==> config.mk <==
export PLATFORM = sky130hd
export DESIGN_NAME = qspi_mem_arbiter
export DESIGN_NICKNAME = d
export VERILOG_FILES = /design/src/rtl/qspi_mem_arbiter.sv
export SDC_FILE = /design/constraint.sdc
export NUM_CORES = 1
export LEC_CHECK = 0
export BUFFER_PORTS_ARGS = -buffer_cell sky130_fd_sc_hd__buf_4
export CAP_MARGIN = 30
export CORE_MARGIN = 8
export CORE_UTILIZATION = 37
export CTS_BUF_LIST = sky130_fd_sc_hd__clkbuf_16
export CTS_CLUSTER_DIAMETER = 200
export DETAILED_ROUTE_END_ITERATION = 6
export HOLD_SLACK_MARGIN = 0.02
export PLACE_DENSITY = 0.84
export SKIP_LAST_GASP = 1
export SYNTH_ARGS = -nofsm -noshare
export SYNTH_HDL_FRONTEND = slang
export SYNTH_SLANG_ARGS = --single-unit
==> constraint.sdc <==
create_clock -name clk_i -period 2.11 [get_ports clk_i]
set_input_delay 0 -clock clk_i [delete_from_list [all_inputs] [get_ports clk_i]]
set_output_delay 0 -clock clk_i [all_outputs]
set_load 0.01 [all_outputs]
==> src/rtl/qspi_mem_arbiter.sv <==
// qspi_mem_arbiter
//   Round-robin arbiter sharing one off-chip QSPI XIP bus (RAM/ROM chip
//   selects, SCK, 4-bit SD) between NUM_REQ core-side QSPI masters.
//   A registered IDLE/GRANT/GUARD FSM issues a one-hot grant and inserts
//   GUARD_CYCLES idle bus cycles between two owners.
//
//   Build option: define QSPI_ARB_TIMEOUT_EN to bound each grant to
//   TIMEOUT_CYCLES cycles (forced release, timeout_o pulse, requester
//   blocked until it drops and re-raises req_i). Undefined: grants are
//   unbounded and timeout_o is tied low.
//
// Ports
//   clk_i, rst_in                 clock, async active-low reset
//   en_i, req_i                   per-requester enable mask and request
//   gnt_o                         registered one-hot grant
//   req_cs_ram_n_i/_rom_n_i/sck_i per-requester bus outputs (1 bit each)
//   req_sd_o_i, req_oen_i         per-requester data/oe, nibble k = [4k+3:4k]
//   req_sd_i_o                    bus data-in broadcast to requesters
//   qspi_mem_*                    pad-side bus (oen active-high drive)
//   busy_o, owner_o, timeout_o    status
module qspi_mem_arbiter #(
  parameter int NUM_REQ        = 4,
  parameter int GUARD_CYCLES   = 1,
  parameter int TIMEOUT_CYCLES = 1024
) (
  input  logic                         clk_i,
  input  logic                         rst_in,
  input  logic [NUM_REQ-1:0]           en_i,
  input  logic [NUM_REQ-1:0]           req_i,
  output logic [NUM_REQ-1:0]           gnt_o,
  input  logic [NUM_REQ-1:0]           req_cs_ram_n_i,
  input  logic [NUM_REQ-1:0]           req_cs_rom_n_i,
  input  logic [NUM_REQ-1:0]           req_sck_i,
  input  logic [4*NUM_REQ-1:0]         req_sd_o_i,
  input  logic [4*NUM_REQ-1:0]         req_oen_i,
  output logic [3:0]                   req_sd_i_o,
  output logic                         qspi_mem_cs_ram_on,
  output logic                         qspi_mem_cs_rom_on,
  output logic                         qspi_mem_sck_o,
  output logic [3:0]                   qspi_mem_sd_o,
  output logic [3:0]                   qspi_mem_oen_o,
  input  logic [3:0]                   qspi_mem_sd_i,
  output logic                         busy_o,
  output logic [$clog2(NUM_REQ)-1:0]   owner_o,
  output logic                         timeout_o
);
  localparam int OW = $clog2(NUM_REQ);
  localparam int GW = (GUARD_CYCLES > 1) ? $clog2(GUARD_CYCLES) : 1;

  typedef enum logic [1:0] {S_IDLE, S_GRANT, S_GUARD} state_e;

  state_e             state_q, state_d;
  logic [OW-1:0]      owner_q, owner_d;
  logic [NUM_REQ-1:0] gnt_q, gnt_d;
  logic [GW-1:0]      guard_q, guard_d;
  logic [NUM_REQ-1:0] blk;
  logic [NUM_REQ-1:0] elig;
  logic               pick_vld;
  logic [OW-1:0]      pick_idx;
  logic               owner_req, owner_en;

`ifdef QSPI_ARB_TIMEOUT_EN
  localparam int TW = (TIMEOUT_CYCLES > 1) ? $clog2(TIMEOUT_CYCLES) : 1;
  logic [TW-1:0]      tmo_cnt_q, tmo_cnt_d;
  logic               tmo_pulse_q, tmo_pulse_d;
  // A timed-out requester stays blocked until it lets go of req_i.
  logic [NUM_REQ-1:0] blk_q, blk_d;
  assign blk       = blk_q;
  assign timeout_o = tmo_pulse_q;
`else
  logic [31:0] unused_tmo;
  assign unused_tmo = TIMEOUT_CYCLES;
  assign blk        = '0;
  assign timeout_o  = 1'b0;
`endif

  assign elig      = req_i & en_i & ~blk;
  assign owner_req = req_i[owner_q];
  assign owner_en  = en_i[owner_q];

  // First eligible index after the current owner, scanning cyclically.
  // Iterating from the farthest offset down lets the nearest one win.
  always_comb begin
    pick_vld = 1'b0;
    pick_idx = owner_q;
    for (int i = NUM_REQ; i >= 1; i--) begin
      for (int j = 0; j < NUM_REQ; j++) begin
        if (j == (int'(owner_q) + i) % NUM_REQ && elig[j]) begin
          pick_vld = 1'b1;
          pick_idx = OW'(j);
        end
      end
    end
  end

  always_comb begin
    state_d = state_q;
    owner_d = owner_q;
    gnt_d   = gnt_q;
    guard_d = guard_q;
`ifdef QSPI_ARB_TIMEOUT_EN
    tmo_cnt_d   = '0;
    tmo_pulse_d = 1'b0;
    blk_d       = blk_q & req_i;
`endif
    case (state_q)
      S_IDLE: begin
        if (pick_vld) begin
          state_d = S_GRANT;
          owner_d = pick_idx;
          gnt_d   = NUM_REQ'(1) << pick_idx;
        end
      end
      S_GRANT: begin
        if (!owner_req || !owner_en) begin
          state_d = S_GUARD;
          gnt_d   = '0;
          guard_d = '0;
        end
`ifdef QSPI_ARB_TIMEOUT_EN
        else if (tmo_cnt_q == TW'(TIMEOUT_CYCLES - 1)) begin
          state_d     = S_GUARD;
          gnt_d       = '0;
          guard_d     = '0;
          tmo_pulse_d = 1'b1;
          blk_d       = blk_d | (NUM_REQ'(1) << owner_q);
        end else begin
          tmo_cnt_d = tmo_cnt_q + TW'(1);
        end
`endif
      end
      S_GUARD: begin
        if (guard_q == GW'(GUARD_CYCLES - 1)) begin
          if (pick_vld) begin
            state_d = S_GRANT;
            owner_d = pick_idx;
            gnt_d   = NUM_REQ'(1) << pick_idx;
          end else begin
            state_d = S_IDLE;
          end
        end else begin
          guard_d = guard_q + GW'(1);
        end
      end
      default: begin
        state_d = S_IDLE;
        gnt_d   = '0;
      end
    endcase
  end

  always_ff @(posedge clk_i or negedge rst_in) begin
    if (!rst_in) begin
      state_q <= S_IDLE;
      owner_q <= OW'(NUM_REQ - 1);
      gnt_q   <= '0;
      guard_q <= '0;
`ifdef QSPI_ARB_TIMEOUT_EN
      tmo_cnt_q   <= '0;
      tmo_pulse_q <= 1'b0;
      blk_q       <= '0;
`endif
    end else begin
      state_q <= state_d;
      owner_q <= owner_d;
      gnt_q   <= gnt_d;
      guard_q <= guard_d;
`ifdef QSPI_ARB_TIMEOUT_EN
      tmo_cnt_q   <= tmo_cnt_d;
      tmo_pulse_q <= tmo_pulse_d;
      blk_q       <= blk_d;
`endif
    end
  end

  // Bus mux: owner's pins only while in GRANT, idle levels otherwise.
  // Keyed off the registered state so reset idles the bus immediately.
  always_comb begin
    qspi_mem_cs_ram_on = 1'b1;
    qspi_mem_cs_rom_on = 1'b1;
    qspi_mem_sck_o     = 1'b0;
    qspi_mem_sd_o      = 4'h0;
    qspi_mem_oen_o     = 4'h0;
    if (state_q == S_GRANT) begin
      for (int j = 0; j < NUM_REQ; j++) begin
        if (owner_q == OW'(j)) begin
          qspi_mem_cs_ram_on = req_cs_ram_n_i[j];
          qspi_mem_cs_rom_on = req_cs_rom_n_i[j];
          qspi_mem_sck_o     = req_sck_i[j];
          qspi_mem_sd_o      = req_sd_o_i[4*j +: 4];
          qspi_mem_oen_o     = req_oen_i[4*j +: 4];
        end
      end
    end
  end

  assign req_sd_i_o = qspi_mem_sd_i;
  assign gnt_o      = gnt_q;
  assign busy_o     = (state_q == S_GRANT);
  assign owner_o    = owner_q;
endmodule

==> flow_summary.json, run 1 <==
{
  "fp.dieH_um": 64.79,
  "place.detailed.hpwl_um": 2640,
  "leakage_nw": 0.7305,
  "worst_ir_drop_vdd_mv": 0.8496,
  "clock_path_buffers": 2,
  "fin_crit_ps": 1975,
  "grt_pass1_wl_um": 5285,
  "ys_ff_latch": 8,
  "critical_path.reg2reg.startpoint": "owner_o[0]",
  "global_route.overflow_total": 0,
  "die_width_um": 64.79,
  "synth.yosys.warnings": 0,
  "final-max-slew-violation-count": 0,
  "final-setup-viol-count": 0,
  "cts_buffers": 3,
  "seqPwrFrac": 0.220,
  "vias_per_cell": 5.478,
  "top_level_ports": 81,
  "port_buffers": 71,
  "combinational_power_share": 0.595,
  "worstSetupEndpointType": "output port",
  "clkPwrFrac": 0.185,
  "critical_path.n_buffers_inverters": 2,
  "setup_tns_ps": 0,
  "grt_max_degree": 17,
  "detailedRoute.firstIterationViolations": 21,
  "multiInputGateArea_um2": 600.6,
  "final_hold_viols": 0,
  "count_of_mapped_cells_out_of_synthesis": 79,
  "timing.critical_path.slowest_stage_cell": "sky130_fd_sc_hd__dfstp_4",
  "pre_cts_slack_ps": 272.0,
  "syn-num-nets": 137,
  "tritoncts_clock_tree": "yes",
  "route.detailed.wl_per_inst_um": 18.45,
  "timing.critical_path.from_type": "flop",
  "worst-slew-pin-transition_ps": 531.9,
  "floorplan.core_area_um2": 2233,
  "first_global_vias": 1058,
  "insertedDiodeCount": 0,
  "path_delay_family": "flip-flops",
  "setup_repair_after_global_routing_missed_its_margin": "no",
  "slew_headroom": 0.6454,
  "net-switching-power_w": 0.0006163,
  "critical_path.cell_chain": "buf_4 -> mux4_2 -> nor2b_1 -> buf_4",
  "fp.dieArea_um2": 4198,
  "cts-htree-levels": 1,
  "power.switching_fraction": 0.3568,
  "insertion_delay_ps": 230,
  "synth.lib_cells_used.distinct": 32,
  "std_cell_rows": 17,
  "post-route-period-util": 0.9359,
  "crit_required_ps": 2110,
  "worst_path_largest_cell_delay_ps": 730,
  "ant_nets": 0,
  "p_total_w": 0.001727,
  "place_congestion": 0.8713,
  "power_report.internal_total_w": 0.001111,
  "num-nets-final": 210,
  "groute.usage.overall": 0.1571,
  "register_area_um2": 206.4,
  "post-cts-setup-buffer-count": 0,
  "drtPass1Iterations": 4,
  "drcViolationCount": 0,
  "clock-skew-final_ps": 3.586,
  "timing_worst_setup_path_type": "reg2out",
  "synth_area_per_cell_um2": 11.15,
  "fillerInstances": 169,
  "cts.reportedPaths.clkPinSlew_ps": 40,
  "routed_wl_um": 3284,
  "numClockSinks": 8,
  "hp-class": "in2async",
  "drive_above_1_share": 0.6467,
  "max_cap_violations": 0,
  "timing.critical_path.arrival_ps": 1970,
  "reg2reg_depth": 3,
  "timing.critical_path.fanout_max": 15,
  "worstReg2RegEnd": "gnt_o[3]",
  "status": "complete, no violations",
  "worst-r2r-setup-slack_ps": 350,
  "cts_root_buffer_type": "sky130_fd_sc_hd__clkbuf_16",
  "floorplan.initialDensity": 0.3944,
  "mappedNetlistArea_um2": 880.8,
  "power_density_nw_per_um2": 1134,
  "layout-area-overhead-vs-synth_pct": 72.87,
  "vias": 975,
  "cp_common_cell": "sky130_fd_sc_hd__buf_4",
  "number_of_antenna_violations_at_the_first_check_in_global_routing": 0,
  "max_freq_mhz": 506.4,
  "crit_start": "owner_o[0]",
  "synth_sequential_area_ratio": 0.2301,
  "fin_ws_ps": 135.1
}
[metal layers]
metal	track usage	wire length [µm]	up-vias
met5	0	0	-
met4	0.05722	49	0
met3	0.06873	385	7
met2	0.2472	1451	66
met1	0.1853	1397	456
li1	-	-	446
[power groups by stage]
stage	Combinational, W	Clock [W]	Sequential, W
floorplan	0.000710	0	0.000303
CTS	0.00104	0.000322	0.000377
detailed placement	0.00103	0	0.000375
global placement	0.00101	0	0.000371
finish	0.00103	0.000319	0.000380
global route	0.00111	0.000332	0.000404
[through the flow]
stage | instances | instance area (µm²) | hold WS, ps | utilization
after floorplan | 79 | 880.8 | -295.6 | -
after global placement | 170 | 1394 | -181.6 | 0.6241
after detailed placement | 170 | 1394 | -179.7 | 0.6241
after CTS | 178 | 1519 | 115.2 | 0.6801
after global routing | 178 | 1523 | 149.2 | 0.6818
final | 178 | 1523 | 113.2 | 0.6818
[synth_stat cells (all sizes together)]
cell | count | area, µm²
nand3b | 1 | 7.510
a32oi | 1 | 8.760
a211o | 2 | 17.52
a21oi | 3 | 18.77
o2bb2ai | 3 | 26.28
nand2b | 1 | 6.260
and4 | 1 | 8.760
a31oi | 1 | 6.260
mux2i | 1 | 10.01
buf | 9 | 66.31
dfrtp | 6 | 150.1
o22ai | 1 | 12.51
mux4 | 12 | 270.3
clkbuf | 1 | 3.750
nor4bb | 1 | 10.01
a22o | 3 | 26.28
or4b | 1 | 13.76
conb | 1 | 3.750
inv | 2 | 7.510
dfstp | 2 | 52.55
a41o | 1 | 10.01
or2 | 3 | 18.77
nor2b | 9 | 56.30
a211oi | 1 | 7.510
nor2 | 4 | 15.01
a22oi | 2 | 20.02
nand2 | 5 | 18.77
o21a | 1 | 7.510
[final cells by class]
cell class              instances  area share
multi-input cells              59      0.3944
repair buffers                 78      0.3928
well taps                      28     0.02301
flip-flops and latches          8      0.1356
clock buffers                   3     0.04930
inverters                       2    0.004930
[worst register-to-register path, stage by stage (launching register included)]
cell and delay (ps):
sky130_fd_sc_hd__dfstp_4 730, sky130_fd_sc_hd__mux4_2 560, sky130_fd_sc_hd__o22ai_2 240, sky130_fd_sc_hd__a22o_1 170
[registers in the layout, summed over array words and instances, names as in the netlist]
| name | flops |
|---|---|
| gnt_o | 4 |
| owner_o | 2 |
| state_q | 2 |
[what timing repair did]
action / 4_1_cts / 5_1_grt
hold endpoints to repair: 12 / 0
setup endpoints to repair: 0 / 5
hold buffers: 5 / 0
resized for setup: 0 / 1
[layout by cell type, fill, tap and decap left out, drive strengths merged]
| cell | instances |
|---|---|
| a21oi | 3 |
| mux2i | 1 |
| nor2 | 4 |
| buf | 73 |
| nand2b | 1 |
| a22o | 3 |
| o22ai | 1 |
| dlygate4sd3 | 5 |
| or4b | 1 |
| clkbuf | 3 |
| dfstp | 2 |
| mux4 | 12 |
| nor2b | 9 |
| nand2 | 5 |
| dfrtp | 6 |
| o2bb2ai | 3 |
| o21a | 1 |
| inv | 2 |
| a31oi | 1 |
| nand3b | 1 |
| a32oi | 1 |
| a22oi | 2 |
| a211oi | 1 |
| a211o | 2 |
| conb | 1 |
| nor4bb | 1 |
| or2 | 3 |
| and4 | 1 |
| a41o | 1 |
[cells by family after synthesis]
logic type	count (synthesis)	synth area share
AND/OR/NAND/NOR	26	0.1761
flip-flops	8	0.2301
buffers and inverters	12	0.08806
other	1	0.004257
AO/OA/AOI/OAI	19	0.1833
multiplexers	13	0.3182
[how the worst max path moves through the flow]
| stage | endpoint | cells after the start |
|---|---|---|
| 6_report | qspi_mem_oen_o[1] | 4 |
| 5_1_grt | qspi_mem_oen_o[1] | 4 |
| 4_1_cts | qspi_mem_oen_o[1] | 4 |
| 3_5_place_dp | gnt_o[3] | 3 |
| 3_3_place_gp | gnt_o[2] | 4 |
| 2_1_floorplan | gnt_o[2] | 4 |
No activity file was read; power rests on OpenSTA's default activity.
==> run 2: changes to the inputs <==
--- a/config.mk
+++ b/config.mk
@@ -5,15 +5,16 @@
 export SDC_FILE = /design/constraint.sdc
 export NUM_CORES = 1
 export LEC_CHECK = 0
+export ABC_AREA = 1
 export BUFFER_PORTS_ARGS = -buffer_cell sky130_fd_sc_hd__buf_4
 export CAP_MARGIN = 30
 export CORE_MARGIN = 8
-export CORE_UTILIZATION = 37
+export CORE_UTILIZATION = 38
 export CTS_BUF_LIST = sky130_fd_sc_hd__clkbuf_16
 export CTS_CLUSTER_DIAMETER = 200
 export DETAILED_ROUTE_END_ITERATION = 6
 export HOLD_SLACK_MARGIN = 0.02
-export PLACE_DENSITY = 0.84
+export PLACE_DENSITY = 0.85
 export SKIP_LAST_GASP = 1
 export SYNTH_ARGS = -nofsm -noshare
 export SYNTH_HDL_FRONTEND = slang
==> run 2 against run 1 <==
  * Non-clock buffer count increased by 1
  * Via count increased by 29%
  * Final area increased by 3.5%
  * Core utilization decreased by 2.1 points
  * Wire length increased by 7.0%
  * Clock-buffer cell count unchanged
  * Power increased by 15%
  * Sequential power decreased by 17%
  * Critical endpoint is now qspi_mem_cs_ram_on
==> flow_summary.json, run 2 <==
{
  "power_density_nw_per_um2": 1261,
  "drive_above_1_share": 0.4017,
  "floorplan.initialDensity": 0.3868,
  "global_route.overflow_total": 0,
  "timing.critical_path.from_type": "flop",
  "synth_sequential_area_ratio": 0.2195,
  "cell_types_with_the_largest_area_share_after_synthesis": "sky130_fd_sc_hd__nand2_1 22%, sky130_fd_sc_hd__dfrtp_1 16%, sky130_fd_sc_hd__inv_1 6.5%",
  "std_cell_rows": 18,
  "drtPass1Iterations": 5,
  "max_cap_violations": 0,
  "cts-htree-levels": 1,
  "clock_path_buffers": 2,
  "seqPwrFrac": 0.159,
  "stdcell_count": 259,
  "final-max-slew-violation-count": 0,
  "reg2reg_depth": 16,
  "post-route-period-util": 0.9206,
  "synth.top_cell.area_share": 0.2236,
  "postSynth.topFlopCell": "sky130_fd_sc_hd__dfrtp_1",
  "cts.reportedPaths.clkPinSlew_ps": 40,
  "timing_worst_setup_path_type": "reg2out",
  "grt_pass1_wl_um": 5671,
  "post_synthesis_mux_area_share": 0,
  "worst_ir_drop_vdd_mv": 0.8235,
  "p_total_w": 0.001988,
  "worst-r2r-setup-slack_ps": 260,
  "count_of_mapped_cells_out_of_synthesis": 156,
  "die_width_um": 65.30,
  "port_buffers": 71,
  "fin_ws_ps": 167.6,
  "numClockSinks": 8,
  "crit_required_ps": 2110,
  "top_level_ports": 81,
  "power.switching_fraction": 0.4593,
  "critical_path.reg2reg.startpoint": "owner_o[1]",
  "synth.lib_cells_used.distinct": 27,
  "tritoncts_clock_tree": "yes",
  "finalCoreUtilization": 0.6604,
  "detailedRoute.firstIterationViolations": 46,
  "drcViolationCount": 0,
  "critical_path.n_buffers_inverters": 3,
  "synth_compound_area_frac": 0.2371,
  "final-setup-viol-count": 0,
  "pre_cts_slack_ps": 298.6,
  "synthXorXnorAreaFrac": 0,
  "timing.critical_path.slowest_stage_cell": "sky130_fd_sc_hd__dfstp_2",
  "worstReg2RegEnd": "gnt_o[1]",
  "setup_repair_after_global_routing_missed_its_margin": "no",
  "dp_cells": 250,
  "synth_top_family_by_area": "simple AND/OR/NAND/NOR gates",
  "cts_root_buffer_type": "sky130_fd_sc_hd__clkbuf_16",
  "vias": 1258,
  "synth_area_per_cell_um2": 5.919,
  "number_of_antenna_violations_at_the_first_check_in_global_routing": 0,
  "critical_path.cell_chain": "inv_4 -> nor2_2 -> inv_1 -> o221ai_1 -> a21oi_1 -> a211o_1 -> buf_4",
  "clock-skew-final_ps": 3.111,
  "route.detailed.wl_per_inst_um": 13.57,
  "fp.dieH_um": 65.30,
  "vias_per_cell": 4.857,
  "fin_crit_ps": 1942,
  "floorplan.core_area_um2": 2387,
  "layout.cells.most_common_list": "74 x sky130_fd_sc_hd__buf_4, 55 x sky130_fd_sc_hd__nand2_1, 17 x sky130_fd_sc_hd__inv_1",
  "yosys.cell_count.top_type": "sky130_fd_sc_hd__nand2_1",
  "multiInputGateArea_um2": 574.3,
  "syn-num-nets": 214,
  "num-nets-final": 288,
  "clkPwrFrac": 0.163,
  "mappedNetlistArea_um2": 923.4,
  "synth_async_sr_flop_share": 1.000,
  "worstSetupEndpointType": "output port",
  "register_area_um2": 202.7,
  "ys_ff_latch": 8,
  "ys_top_cells_by_count": "55 x sky130_fd_sc_hd__nand2_1, 16 x sky130_fd_sc_hd__inv_1, 10 x sky130_fd_sc_hd__a21oi_1, 10 x sky130_fd_sc_hd__nor2_1, 8 x sky130_fd_sc_hd__nand3_1",
  "setup_tns_ps": 0,
  "cp.depth": 7,
  "fp.dieArea_um2": 4263,
  "layout-area-overhead-vs-synth_pct": 70.73,
  "grt_max_degree": 14,
  "cts_buffers": 3,
  "largest_register_ffs": 4,
  "synth_enable_flop_cells": 0,
  "worst_path_largest_cell_delay_ps": 680,
  "crit_start": "owner_o[1]",
  "ant_nets": 0,
  "max_freq_mhz": 514.8,
  "combinational_power_share": 0.677,
  "groute.usage.overall": 0.1656,
  "synth-adder-area-share": 0,
  "place.detailed.hpwl_um": 2869,
  "synth_simple_gate_area_frac": 0.3808,
  "routed_wl_um": 3514,
  "timing.critical_path.arrival_ps": 1940,
  "leakage_nw": 0.8969,
  "path_delay_family": "flip-flops",
  "insertedDiodeCount": 0,
  "synth.yosys.warnings": 0,
  "timing.critical_path.fanout_max": 10,
  "power_report.internal_total_w": 0.001075,
  "final_hold_viols": 0,
  "fillerInstances": 228,
  "hp-class": "in2async",
  "first_global_vias": 1304,
  "yosysTopAreaCell": "sky130_fd_sc_hd__nand2_1",
  "net-switching-power_w": 0.0009129,
  "place_congestion": 0.8797,
  "insertion_delay_ps": 230,
  "layout_commonest_cell": "sky130_fd_sc_hd__buf_4",
  "status": "complete, no violations"
}
-- run 2: worst max-delay path by stage --
stage	endpoint	slack (ps)
floorplan	gnt_o[1]	490
global placement	gnt_o[3]	360
detailed placement	gnt_o[3]	300
CTS	qspi_mem_cs_ram_on	190
global route	qspi_mem_cs_ram_on	50
finish	qspi_mem_cs_ram_on	170
-- run 2: repair_timing --
action | in CTS | in global routing
endpoints found under the hold margin | 12 | 0
hold buffers | 5 | 0
resized for setup | 0 | 0
setup buffers | 0 | 0
-- run 2: logic make-up (layout without fill, tap and decap cells) --
group	after synthesis	count (layout)
AO/OA/AOI/OAI	34	34
buffers and inverters	30	103
flip-flops	8	8
other	1	1
AND/OR/NAND/NOR	83	83
-- run 2: final cells by class --
| class | instances | share of cell area |
|---|---|---|
| Tap cell | 30 | 0.02381 |
| Clock buffer | 3 | 0.04762 |
| Sequential cell | 8 | 0.1286 |
| Clock inverter | 1 | 0.002381 |
| Timing Repair Buffer | 79 | 0.3841 |
| Inverter | 20 | 0.04921 |
| Multi-Input combinational cell | 118 | 0.3643 |
-- run 2: per-stage QoR --
stage          hold WS, ps  cell area, µm²
2_1_floorplan       -295.6           923.4
3_3_place_gp        -180.3            1448
3_5_place_dp        -179.2            1448
4_1_cts              125.5            1577
5_1_grt              139.2            1577
6_report             120.5            1577
-- run 2: power groups by stage --
stage,registers (W),clock network (W),logic [W]
detailed placement,0.000317,0,0.00133
finish,0.000317,0.000324,0.00135
global route,0.000328,0.000341,0.00151
floorplan,0.000292,0,0.000868
CTS,0.000315,0.000331,0.00135
global placement,0.000311,0,0.00133
-- run 2: layer usage --
metal,vias up,global-route usage,routed length [µm]
li1,652,-,-
met3,9,0.06973,327
met2,51,0.3014,1812
met5,-,0,0
met1,546,0.1647,1300
met4,0,0.05722,73
